$ cat config.mk
export PLATFORM = sky130hd
export DESIGN_NAME = matmul_feed_sched
export DESIGN_NICKNAME = d
export VERILOG_FILES = /design/src/rtl/matmul_pkg.sv /design/src/rtl/matmul_feed_fifo.sv /design/src/rtl/matmul_feed_sched.sv
export SDC_FILE = /design/constraint.sdc
export NUM_CORES = 2
export LEC_CHECK = 0
export BUFFER_PORTS_ARGS = -buffer_cell sky130_fd_sc_hd__buf_2
export CAP_MARGIN = 20
export CORE_ASPECT_RATIO = 1.5
export CORE_MARGIN = 4
export CORE_UTILIZATION = 55
export DETAILED_ROUTE_END_ITERATION = 10
export GPL_TIMING_DRIVEN = 0
export PLACE_DENSITY = 0.73
export REMOVE_ABC_BUFFERS = 1
export SETUP_SLACK_MARGIN = 0.4
export SLEW_MARGIN = 20
export SYNTH_ARGS = -nofsm -noshare
export SYNTH_HDL_FRONTEND = slang
export SYNTH_SLANG_ARGS = --single-unit
$ cat constraint.sdc
create_clock -name clk -period 8.8 [get_ports clk]
set_clock_uncertainty 0.1 [all_clocks]
set_input_delay 0 -clock clk [delete_from_list [all_inputs] [get_ports clk]]
set_output_delay 0 -clock clk [all_outputs]
set_load 0.01 [all_outputs]
$ cat src/rtl/matmul_pkg.sv
// Shared types for the matmul operand feed scheduler.
//   fsm_state_e : scheduler states (StIdle, StRun, StDrain)
//   beat_t      : one paired A/B operand beat, MM_DATA_WIDTH bits per operand
//   tile_dim()  : tile edge length from its log2 width (Si, Sj)
package matmul_pkg;

    typedef enum logic [1:0] {
        StIdle,
        StRun,
        StDrain
    } fsm_state_e;

    localparam int unsigned MM_DATA_WIDTH = 64;

    typedef struct packed {
        logic [MM_DATA_WIDTH-1:0] a;
        logic [MM_DATA_WIDTH-1:0] b;
    } beat_t;

    function automatic int unsigned tile_dim(input int unsigned num_width);
        return 32'd1 << num_width;
    endfunction

endpackage

$ cat src/rtl/matmul_feed_fifo.sv
// Two-entry beat FIFO with the head held in a register.
// Ports:
//   clk_i, rst_ni : clock, asynchronous active-low reset
//   push_i        : write wdata_i this cycle (caller guarantees space)
//   wdata_i       : beat to enqueue
//   ready_i       : downstream accept; head pops when valid_o && ready_i
//   head_o        : oldest beat, stable until popped
//   valid_o       : FIFO not empty
//   count_o       : current occupancy (0..2)
module matmul_feed_fifo
    import matmul_pkg::*;
(
    input  logic       clk_i,
    input  logic       rst_ni,
    input  logic       push_i,
    input  beat_t      wdata_i,
    input  logic       ready_i,
    output beat_t      head_o,
    output logic       valid_o,
    output logic [1:0] count_o
);

    logic [1:0] count_q, count_d;
    beat_t      slot0_q, slot0_d, slot1_q, slot1_d;
    logic       pop;
    logic [1:0] widx;

    assign valid_o = (count_q != 2'd0);
    assign pop     = valid_o && ready_i;
    assign head_o  = slot0_q;
    assign count_o = count_q;

    // Slot 0 is always the head; a pop shifts slot 1 down, and the push
    // lands in the first free slot after that shift.
    always_comb begin
        count_d = count_q + {1'b0, push_i} - {1'b0, pop};
        slot0_d = slot0_q;
        slot1_d = slot1_q;
        widx    = count_q - {1'b0, pop};
        if (pop) begin
            slot0_d = slot1_q;
        end
        if (push_i) begin
            if (widx == 2'd0) begin
                slot0_d = wdata_i;
            end else begin
                slot1_d = wdata_i;
            end
        end
    end

    always_ff @(posedge clk_i or negedge rst_ni) begin
        if (!rst_ni) begin
            count_q <= 2'd0;
            slot0_q <= '0;
            slot1_q <= '0;
        end else begin
            count_q <= count_d;
            slot0_q <= slot0_d;
            slot1_q <= slot1_d;
        end
    end

endmodule

$ cat src/rtl/matmul_feed_sched.sv
// Operand feed scheduler: reads NxN row-major A and B memories and streams paired
// beats in tile order (i, j, n, ii with ii fastest): A[i*Si+ii][n], B[n][j*Sj+ii].
// Optional build macro MATMUL_FEED_PERF_EN adds the stall_cnt output.
// Ports:
//   clk, rst            : clock, asynchronous active-low reset
//   start, N_in         : run request (sampled in idle) and matrix dimension
//   busy, done, cfg_err : running, end-of-run pulse, illegal-N pulse
//   a_rd_*, b_rd_*      : operand memory read ports, 1-cycle read latency
//   A_out/B_out/_valid  : paired output beat, accepted when valid && out_ready
//   stall_cnt           : (perf builds) cycles with valid high and out_ready low
module matmul_feed_sched
    import matmul_pkg::*;
#(
    parameter int unsigned DATA_WIDTH   = 64,
    parameter int unsigned PE_NUM_WIDTH = 2,
    parameter int unsigned A_NUM_WIDTH  = 3,
    parameter int unsigned B_NUM_WIDTH  = 3,
    parameter int unsigned N_MAX_WIDTH  = 32,
    parameter int unsigned ADDR_WIDTH   = 16
) (
    input  logic                   clk,
    input  logic                   rst,
    input  logic                   start,
    input  logic [N_MAX_WIDTH-1:0] N_in,
    output logic                   busy,
    output logic                   done,
    output logic                   cfg_err,
    output logic                   a_rd_en,
    output logic [ADDR_WIDTH-1:0]  a_rd_addr,
    input  logic [DATA_WIDTH-1:0]  a_rd_data,
    output logic                   b_rd_en,
    output logic [ADDR_WIDTH-1:0]  b_rd_addr,
    input  logic [DATA_WIDTH-1:0]  b_rd_data,
    output logic [DATA_WIDTH-1:0]  A_out,
    output logic                   A_valid_out,
    output logic [DATA_WIDTH-1:0]  B_out,
    output logic                   B_valid_out,
    input  logic                   out_ready
`ifdef MATMUL_FEED_PERF_EN
    ,
    output logic [31:0]            stall_cnt
`endif
);

    localparam int unsigned Si = tile_dim(A_NUM_WIDTH);
    localparam int unsigned Sj = tile_dim(B_NUM_WIDTH);
    localparam logic [ADDR_WIDTH-1:0] SiA   = ADDR_WIDTH'(Si);
    localparam logic [ADDR_WIDTH-1:0] SiM1A = ADDR_WIDTH'(Si - 1);
    localparam logic [2*N_MAX_WIDTH-1:0] NsqLimit = (2*N_MAX_WIDTH)'(1) << ADDR_WIDTH;

    // B columns advance by the A row step, so the tile must be square.
    if (Sj != Si) begin : g_bad_tile
        $error("B_NUM_WIDTH must equal A_NUM_WIDTH");
    end
    if (DATA_WIDTH != MM_DATA_WIDTH) begin : g_bad_width
        $error("DATA_WIDTH must match matmul_pkg::MM_DATA_WIDTH");
    end
    // More PEs than tile elements leaves PEs with nothing to consume.
    if (PE_NUM_WIDTH > A_NUM_WIDTH + B_NUM_WIDTH) begin : g_bad_pe
        $error("PE_NUM_WIDTH exceeds tile size");
    end

    fsm_state_e             state_q;
    logic [N_MAX_WIDTH-1:0] n_max_q, nt_q, n_q, j_q, i_q;
    logic [A_NUM_WIDTH-1:0] ii_q;
    logic [ADDR_WIDTH-1:0]  n_step_q, tile_step_q;
    logic [ADDR_WIDTH-1:0]  a_addr_q, a_n_base_q, a_i_base_q;
    logic [ADDR_WIDTH-1:0]  b_addr_q, b_j_base_q;
    logic                   ret_q;
    logic                   done_q, cfg_err_q;

    logic [2*N_MAX_WIDTH-1:0] n_sq;
    logic                     cfg_legal;
    logic                     ii_last, n_last, j_last, i_last;
    logic [1:0]               fifo_count;
    beat_t                    fifo_head;

    assign n_sq      = {{N_MAX_WIDTH{1'b0}}, N_in} * {{N_MAX_WIDTH{1'b0}}, N_in};
    assign cfg_legal = (N_in != '0) && (N_in[A_NUM_WIDTH-1:0] == '0) && (n_sq <= NsqLimit);

    assign ii_last = &ii_q;
    assign n_last  = (n_q == n_max_q);
    assign j_last  = (j_q == nt_q);
    assign i_last  = (i_q == nt_q);

    // ret_q marks a read whose data arrives this cycle; it already owns a FIFO slot.
    assign a_rd_en   = (state_q == StRun) && (({1'b0, fifo_count} + {2'b00, ret_q}) < 3'd2);
    assign b_rd_en   = a_rd_en;
    assign a_rd_addr = a_addr_q;
    assign b_rd_addr = b_addr_q;

    assign busy    = (state_q != StIdle);
    assign done    = done_q;
    assign cfg_err = cfg_err_q;

    always_ff @(posedge clk or negedge rst) begin
        if (!rst) begin
            state_q     <= StIdle;
            n_max_q     <= '0;
            nt_q        <= '0;
            n_q         <= '0;
            j_q         <= '0;
            i_q         <= '0;
            ii_q        <= '0;
            n_step_q    <= '0;
            tile_step_q <= '0;
            a_addr_q    <= '0;
            a_n_base_q  <= '0;
            a_i_base_q  <= '0;
            b_addr_q    <= '0;
            b_j_base_q  <= '0;
            ret_q       <= 1'b0;
            done_q      <= 1'b0;
            cfg_err_q   <= 1'b0;
        end else begin
            done_q    <= 1'b0;
            cfg_err_q <= 1'b0;
            ret_q     <= a_rd_en;
            unique case (state_q)
                StIdle: begin
                    if (start) begin
                        if (cfg_legal) begin
                            state_q     <= StRun;
                            n_max_q     <= N_in - N_MAX_WIDTH'(1);
                            nt_q        <= (N_in >> A_NUM_WIDTH) - N_MAX_WIDTH'(1);
                            n_step_q    <= N_in[ADDR_WIDTH-1:0];
                            tile_step_q <= N_in[ADDR_WIDTH-1:0] << A_NUM_WIDTH;
                            n_q         <= '0;
                            j_q         <= '0;
                            i_q         <= '0;
                            ii_q        <= '0;
                            a_addr_q    <= '0;
                            a_n_base_q  <= '0;
                            a_i_base_q  <= '0;
                            b_addr_q    <= '0;
                            b_j_base_q  <= '0;
                        end else begin
                            cfg_err_q <= 1'b1;
                        end
                    end
                end
                StRun: begin
                    if (a_rd_en) begin
                        if (!ii_last) begin
                            ii_q     <= ii_q + A_NUM_WIDTH'(1);
                            a_addr_q <= a_addr_q + n_step_q;
                            b_addr_q <= b_addr_q + ADDR_WIDTH'(1);
                        end else begin
                            ii_q <= '0;
                            if (!n_last) begin
                                // A steps to the next column of the tile's first row;
                                // B steps from the tile row end to the next row start.
                                n_q        <= n_q + N_MAX_WIDTH'(1);
                                a_n_base_q <= a_n_base_q + ADDR_WIDTH'(1);
                                a_addr_q   <= a_n_base_q + ADDR_WIDTH'(1);
                                b_addr_q   <= b_addr_q + n_step_q - SiM1A;
                            end else begin
                                n_q <= '0;
                                if (!j_last) begin
                                    j_q        <= j_q + N_MAX_WIDTH'(1);
                                    a_n_base_q <= a_i_base_q;
                                    a_addr_q   <= a_i_base_q;
                                    b_j_base_q <= b_j_base_q + SiA;
                                    b_addr_q   <= b_j_base_q + SiA;
                                end else begin
                                    j_q        <= '0;
                                    b_j_base_q <= '0;
                                    b_addr_q   <= '0;
                                    if (!i_last) begin
                                        i_q        <= i_q + N_MAX_WIDTH'(1);
                                        a_i_base_q <= a_i_base_q + tile_step_q;
                                        a_n_base_q <= a_i_base_q + tile_step_q;
                                        a_addr_q   <= a_i_base_q + tile_step_q;
                                    end else begin
                                        i_q        <= '0;
                                        a_i_base_q <= '0;
                                        a_n_base_q <= '0;
                                        a_addr_q   <= '0;
                                        state_q    <= StDrain;
                                    end
                                end
                            end
                        end
                    end
                end
                StDrain: begin
                    if ((fifo_count == 2'd0) && !ret_q) begin
                        state_q <= StIdle;
                        done_q  <= 1'b1;
                    end
                end
                default: state_q <= StIdle;
            endcase
        end
    end

    matmul_feed_fifo u_fifo (
        .clk_i   (clk),
        .rst_ni  (rst),
        .push_i  (ret_q),
        .wdata_i ('{a: a_rd_data, b: b_rd_data}),
        .ready_i (out_ready),
        .head_o  (fifo_head),
        .valid_o (A_valid_out),
        .count_o (fifo_count)
    );

    assign B_valid_out = A_valid_out;
    assign A_out       = fifo_head.a;
    assign B_out       = fifo_head.b;

`ifdef MATMUL_FEED_PERF_EN
    always_ff @(posedge clk or negedge rst) begin
        if (!rst) begin
            stall_cnt <= '0;
        end else if ((state_q == StIdle) && start && cfg_legal) begin
            stall_cnt <= '0;
        end else if (A_valid_out && !out_ready && (stall_cnt != '1)) begin
            stall_cnt <= stall_cnt + 32'd1;
        end
    end
`endif

endmodule

---- Word level (Yosys, flattened, before mapping) ----
Cells that the tools add are included.
operators by class
  $add $sub $neg .......................... 17
  multiply operators ...................... 1
  magnitude comparators ................... 2
  equal/unequal tests ..................... 13
  multiplexer cells ....................... 63
  bitwise gates (word level) .............. 1
  reductions and logical operators ........ 22
operator list
  operator               count
  $mux 32                14
  $mux 128               3
  $mux 16                19
  $pmux 32 s2            3
  $pmux 16 s2            5
  $add 32x1->32 const B  3
  $eq 32x32->1           3
  $le 64x17->1 const B   1
  $mul 32x32->64         1
  $add 16x16->16         3
  $add 16x1->16 const B  2
  $reduce_bool 32->1     1
  $sub 32x1->32 const B  1
  $sub 29x1->30 const B  1
  $add 16x4->16 const B  1
  $mux 2                 8
  $ne 2x2->1 const B     8
  $sub 16x3->16 const B  1
  $mux 3                 4
  $reduce_and 8->1       1
  $reduce_and 7->1       1
  $logic_not 2->1        3
  $pmux 2 s3             1
  $pmux 3 s2             1
  other kinds (18)       30
word-level totals
  bits in registers ....................... 535
  bits of input ports ..................... 164
  logic and storage cells ................. 141

---- Depth between registers and ports, before layout ----
  word-level depth ........................ 7
  depth in mapped cells ................... 38
  gate-level depth less buffers ........... 32

---- Cells and area by module ----
A second synthesis with hierarchy kept.
second synthesis, totals
  cells, all modules ...................... 6054
  area, all modules ....................... 58808.9 sq um
modules (own cells, without submodules)
  module             instances  cells each  area an instance (sq um)
  matmul_feed_sched  1          5360        47205.3
  matmul_feed_fifo   1          694         11603.6

---- Least setup slack after synthesis ----
No wires, ideal clock.
  path type ............................... input to register
  start point ............................. input port N_in[11]
  end point ............................... register n_q[31]
  library setup time ...................... 0.128 ns
  arrival ................................. 8.658 ns
  data required time ...................... 8.572 ns
  setup slack ............................. -0.087 ns
  cell stages on the path ................. 35
  path buffers ............................ 7
  cells stage by stage .................... clkbuf_1 -> clkbuf_1 -> buf_1 -> nand2_1 -> fa_1 -> inv_1 -> fa_1 -> inv_1 -> fa_1 -> fa_1 -> inv_1 -> fa_1 -> fa_1 -> fa_1 -> inv_1 -> fa_1 -> inv_1 -> ha_1 -> clkbuf_1 -> a21o_1 -> a21o_1 -> a221o_1 -> nor3_1 -> nor4b_1 -> o21ai_1 -> a211oi_1 -> o31a_1 -> nand4_1 -> nor4_4 -> a31oi_1 -> buf_2 -> buf_2 -> clkbuf_1 -> o21ai_0 -> o31ai_1
between the ends
  cells in the longest elaborated chain, start to end .. 5
RTL lines
  element                                                      line                                              text
  from (decl)                                                  matmul_feed_sched.sv:24                           input logic [N_MAX_WIDTH-1:0] N_in,
  $mul 32x32->64 / $reduce_bool 32->1 (equally long branches)  matmul_feed_sched.sv:78, matmul_feed_sched.sv:79
  $le 64x17->1 / $logic_and 1x1->1 (equally long branches)     matmul_feed_sched.sv:79                           assign cfg_legal = (N_in != '0) && (N_in[A_NUM_WIDTH-1:0] == '0) && (n_sq <= NsqLimit);
  $logic_and 1x1->1 (*)                                        matmul_feed_sched.sv:79
  $ne 2x2->1 (no line) (*)                                     --
  $reduce_and 5->1 (no line) (*)                               --
  to (signal assigned)                                         matmul_feed_sched.sv:153                          n_q <= n_q + N_MAX_WIDTH'(1);
  to (decl)                                                    matmul_feed_sched.sv:64                           logic [N_MAX_WIDTH-1:0] n_max_q, nt_q, n_q, j_q, i_q;
Mark *: on every way between the ends. The rest lies on a longest branch, timed or not.
A chain may end at the register's enable or synchronous reset.

---- Final worst setup path ----
  start point ............................. input port N_in[3]
  end point ............................... register n_q[30]
The elaborated chain is that of the path after synthesis.

==> results.py <==
metrics = {
    "detailed_routing": {
        "wire_per_inst_um": 23.8,
        "wl_mm": 193,
        "drc": 0,
        "viasPerCell": 5.97,
        "ant_nets": 0,
        "vias": 48400,
        "drtPass1Iterations": 8,
        "drt_iter0_drc": 4051,
    },
    "sta": {
        "fin_crit_ns": 8.69,
        "period_share_pct": 98.8,
        "drv_slew": 0,
        "fmax_ghz": 0.115,
        "worst_slew_pin_slew_ns": 1.17,
        "setup-violations-final": 0,
        "rsz0062_at_grt": "yes",
        "setup_slack_ns": 0.107,
        "finalHoldViolCount": 0,
        "slew_headroom_pct": 21.4,
    },
    "global_route": {
        "grt_use_total_pct": 32.5,
        "grt_first_pass_wirelength_mm": 279,
        "grt_max_degree": 105,
        "grt_overflow_total": 0,
        "antenna_found_initial": 18,
        "first_global_vias": 50300,
    },
    "clock_network": {
        "cts_htree_levels": 2,
        "tritoncts": "built",
        "clk_path_buf_depth": 3,
        "cts_buffers": 45,
        "cts.sinks": 520,
        "cts-root-buf": "clkbuf_16",
        "clk_latency_ns": 0.61,
        "path_clk_slew_ns": 0.07,
    },
    "worst_setup_path": {
        "cp.arrival_ns": 9.06,
        "crit_buf_inv": 13,
        "startpoint_type": "primary input",
        "worstPathRequired_ns": 9.16,
        "cp-end-kind": "register",
        "regToRegEndpoint": "i_q[3]",
        "r2r-start": "state_q[0]",
        "rrSetupSlack_ns": 3.76,
        "reg2reg_depth": 10,
        "path_max_fanout": 9,
        "path_common_cell": "fa_1",
        "critical_path_class": "primary input to register",
        "max_stage_delay_ns": 0.55,
        "critPathTopFamily": "adder cells",
        "cp_slowest_cell": "fa_1",
    },
    "finish": {
        "layout_commonest_cell": "inv_1",
        "nets": 7986,
        "stdcell_area_mm2": 0.0695,
        "layout_common_cells": "inv_1 (1,124), fa_1 (811), nand2_1 (535), dfrtp_1 (520), nor2_1 (342)",
        "fill_cells": 7742,
        "drive_gt1_share_pct": 17.3,
        "areaGrowthSynthToFinish_pct": 20.9,
    },
    "placement": {
        "place_congestion": 0.974,
        "dpl.hpwl_mm": 121,
        "port_buffers": 330,
        "dpl-instance-area_mm2": 0.0605,
        "dpl_worst_slack_ns": -4.06,
    },
    "synth": {
        "ys_types": 80,
        "ys_async_sr_fraction_pct": 100,
        "synth_top_area_cell": "fa_1",
        "yosys_warnings": 0,
        "postSynthCellCount": 6204,
        "synth_area_leaders": "fa_1 (28%), dfrtp_1 (23%), ha_1 (7.5%), inv_1 (7.4%), nand2_1 (3.6%)",
        "synth_top_area_share_pct": 28.5,
        "seq_area_frac_synth_pct": 22.6,
        "synth_edf_count": 0,
        "syn-cell-area_mm2": 0.0575,
        "synthFlopType": "dfrtp_1",
        "synth_area_per_cell_um2": 9.27,
        "ys_seq_elements": 520,
    },
    "min_path": {
        "worstHoldStart": "N_in[28]",
        "hold_path_depth": 5,
        "worstHoldPathType": "primary input to register",
        "worst_hold_path.endpoint": "n_max_q[29]",
    },
    "die": {
        "ios": 331,
        "start_util_pct": 55.3,
        "core.rowCount": 145,
        "coreArea_mm2": 0.104,
        "fp.dieH_um": 404,
        "die_w_um": 272,
        "fp.dieArea_mm2": 0.110,
    },
    "outcome": {
        "status": "finished clean",
    },
    "flow_run": {
        "drv_cap": 0,
    },
}
state kept, by name, indices dropped and copies added, names as in the netlist, 30 cells and up:
signal	cells
u_fifo.slot1_q	128
u_fifo.head_o	128
i_q	32
n_q	32
j_q	32
nt_q	30
n_max_q	32
Yosys cell counts, drive strengths merged (24+ instances only):
| master | number |
|---|---|
| a21o | 39 |
| a21oi | 379 |
| a31oi | 52 |
| and2 | 177 |
| and3 | 55 |
| buf | 58 |
| clkbuf | 253 |
| dfrtp | 520 |
| fa | 818 |
| ha | 344 |
| inv | 1137 |
| mux2 | 141 |
| mux2i | 144 |
| nand2 | 550 |
| nand2b | 29 |
| nand3 | 85 |
| nand4 | 66 |
| nor2 | 417 |
| nor2b | 26 |
| nor3 | 56 |
| nor4 | 29 |
| o21a | 24 |
| o21ai | 207 |
| o31ai | 53 |
| or3 | 46 |
| or4 | 25 |
| xnor2 | 174 |
| xor2 | 90 |
logic make-up after synthesis:
group | after synthesis | share of synthesized area [%]
buffers and inverters | 1460 | 9.59
flip-flops | 520 | 22.6
AND/OR/NAND/NOR | 1605 | 13.1
AO/OA/AOI/OAI | 908 | 9.40
multiplexers | 285 | 5.27
XOR/XNOR | 264 | 4.02
adder cells (fa/ha/maj) | 1162 | 36.0
per-layer routing:
layer,track usage [%],vias up,wire length (um)
li1,-,20700,-
met3,5.11,907,15700
met1,35.9,24200,63100
met5,0,-,88
met2,57.8,2533,95700
met4,21.8,8,18600
through the flow:
stage / utilization [%] / setup TNS [ns] / hold WS (ns) / std cells
3_5_place_dp: 58.2 / -867.55 / -0.0677 / 7648
6_report: 66.9 / 0 / 0.0505 / 8101
5_1_grt: 66.9 / 0 / 0.0556 / 8096
3_3_place_gp: 57.4 / -4713.79 / 0.150 / 7619
2_1_floorplan: - / -773.29 / -0.396 / 5893
4_1_cts: 63.6 / 0 / -0.222 / 7987
worst reg2reg max path, stage by stage, from the launching register on:
cell,delay (ns)
dfrtp_1,0.83
nor2b_2,0.93
nand3_1,0.88
nor2_1,1.18
a21oi_4,0.07
clkbuf_16,0.23
buf_6,0.13
a21oi_4,0.14
buf_12,0.16
clkbuf_16,0.17
a31oi_1,0.11
what timing repair did:
item                                    4_1_cts  5_1_grt
endpoints found under the setup margin      259      250
buffers inserted                             59       58
gates cloned                                 19       39
resized for setup                           308      481
hold endpoints to repair                    591        3
pin swaps                                    30      151
hold buffers                                183        3
worst max path at each step:
stage                         from           end  slack, ns  cells past startpoint
after global placement    N_in[11]  n_step_q[10]     -11.05                     31
after global routing       N_in[3]       n_q[30]       0.02                     37
final                      N_in[3]       n_q[30]       0.11                     36
after CTS                  N_in[3]       n_q[20]       0.38                     34
after floorplan            N_in[4]    n_max_q[0]      -4.21                     28
after detailed placement  N_in[11]        i_q[2]      -4.06                     29
final cells by class:
type                            instances  area (um^2)  area share, %
Multi-Input combinational cell       4229        41300           59.5
Clock buffer                           65         1300           1.87
Tap cell                             1396         1750           2.51
Timing Repair Buffer                  715         7430           10.7
Antenna cell                           14         35.0         0.0504
Inverter                             1149         4440           6.38
Clock inverter                         13          224          0.322
Sequential cell                       520        13000           18.7
Power is left out: the tool's default activity adds up to more than one toggle a clock period on the data nets, which glitch-free logic cannot reach.
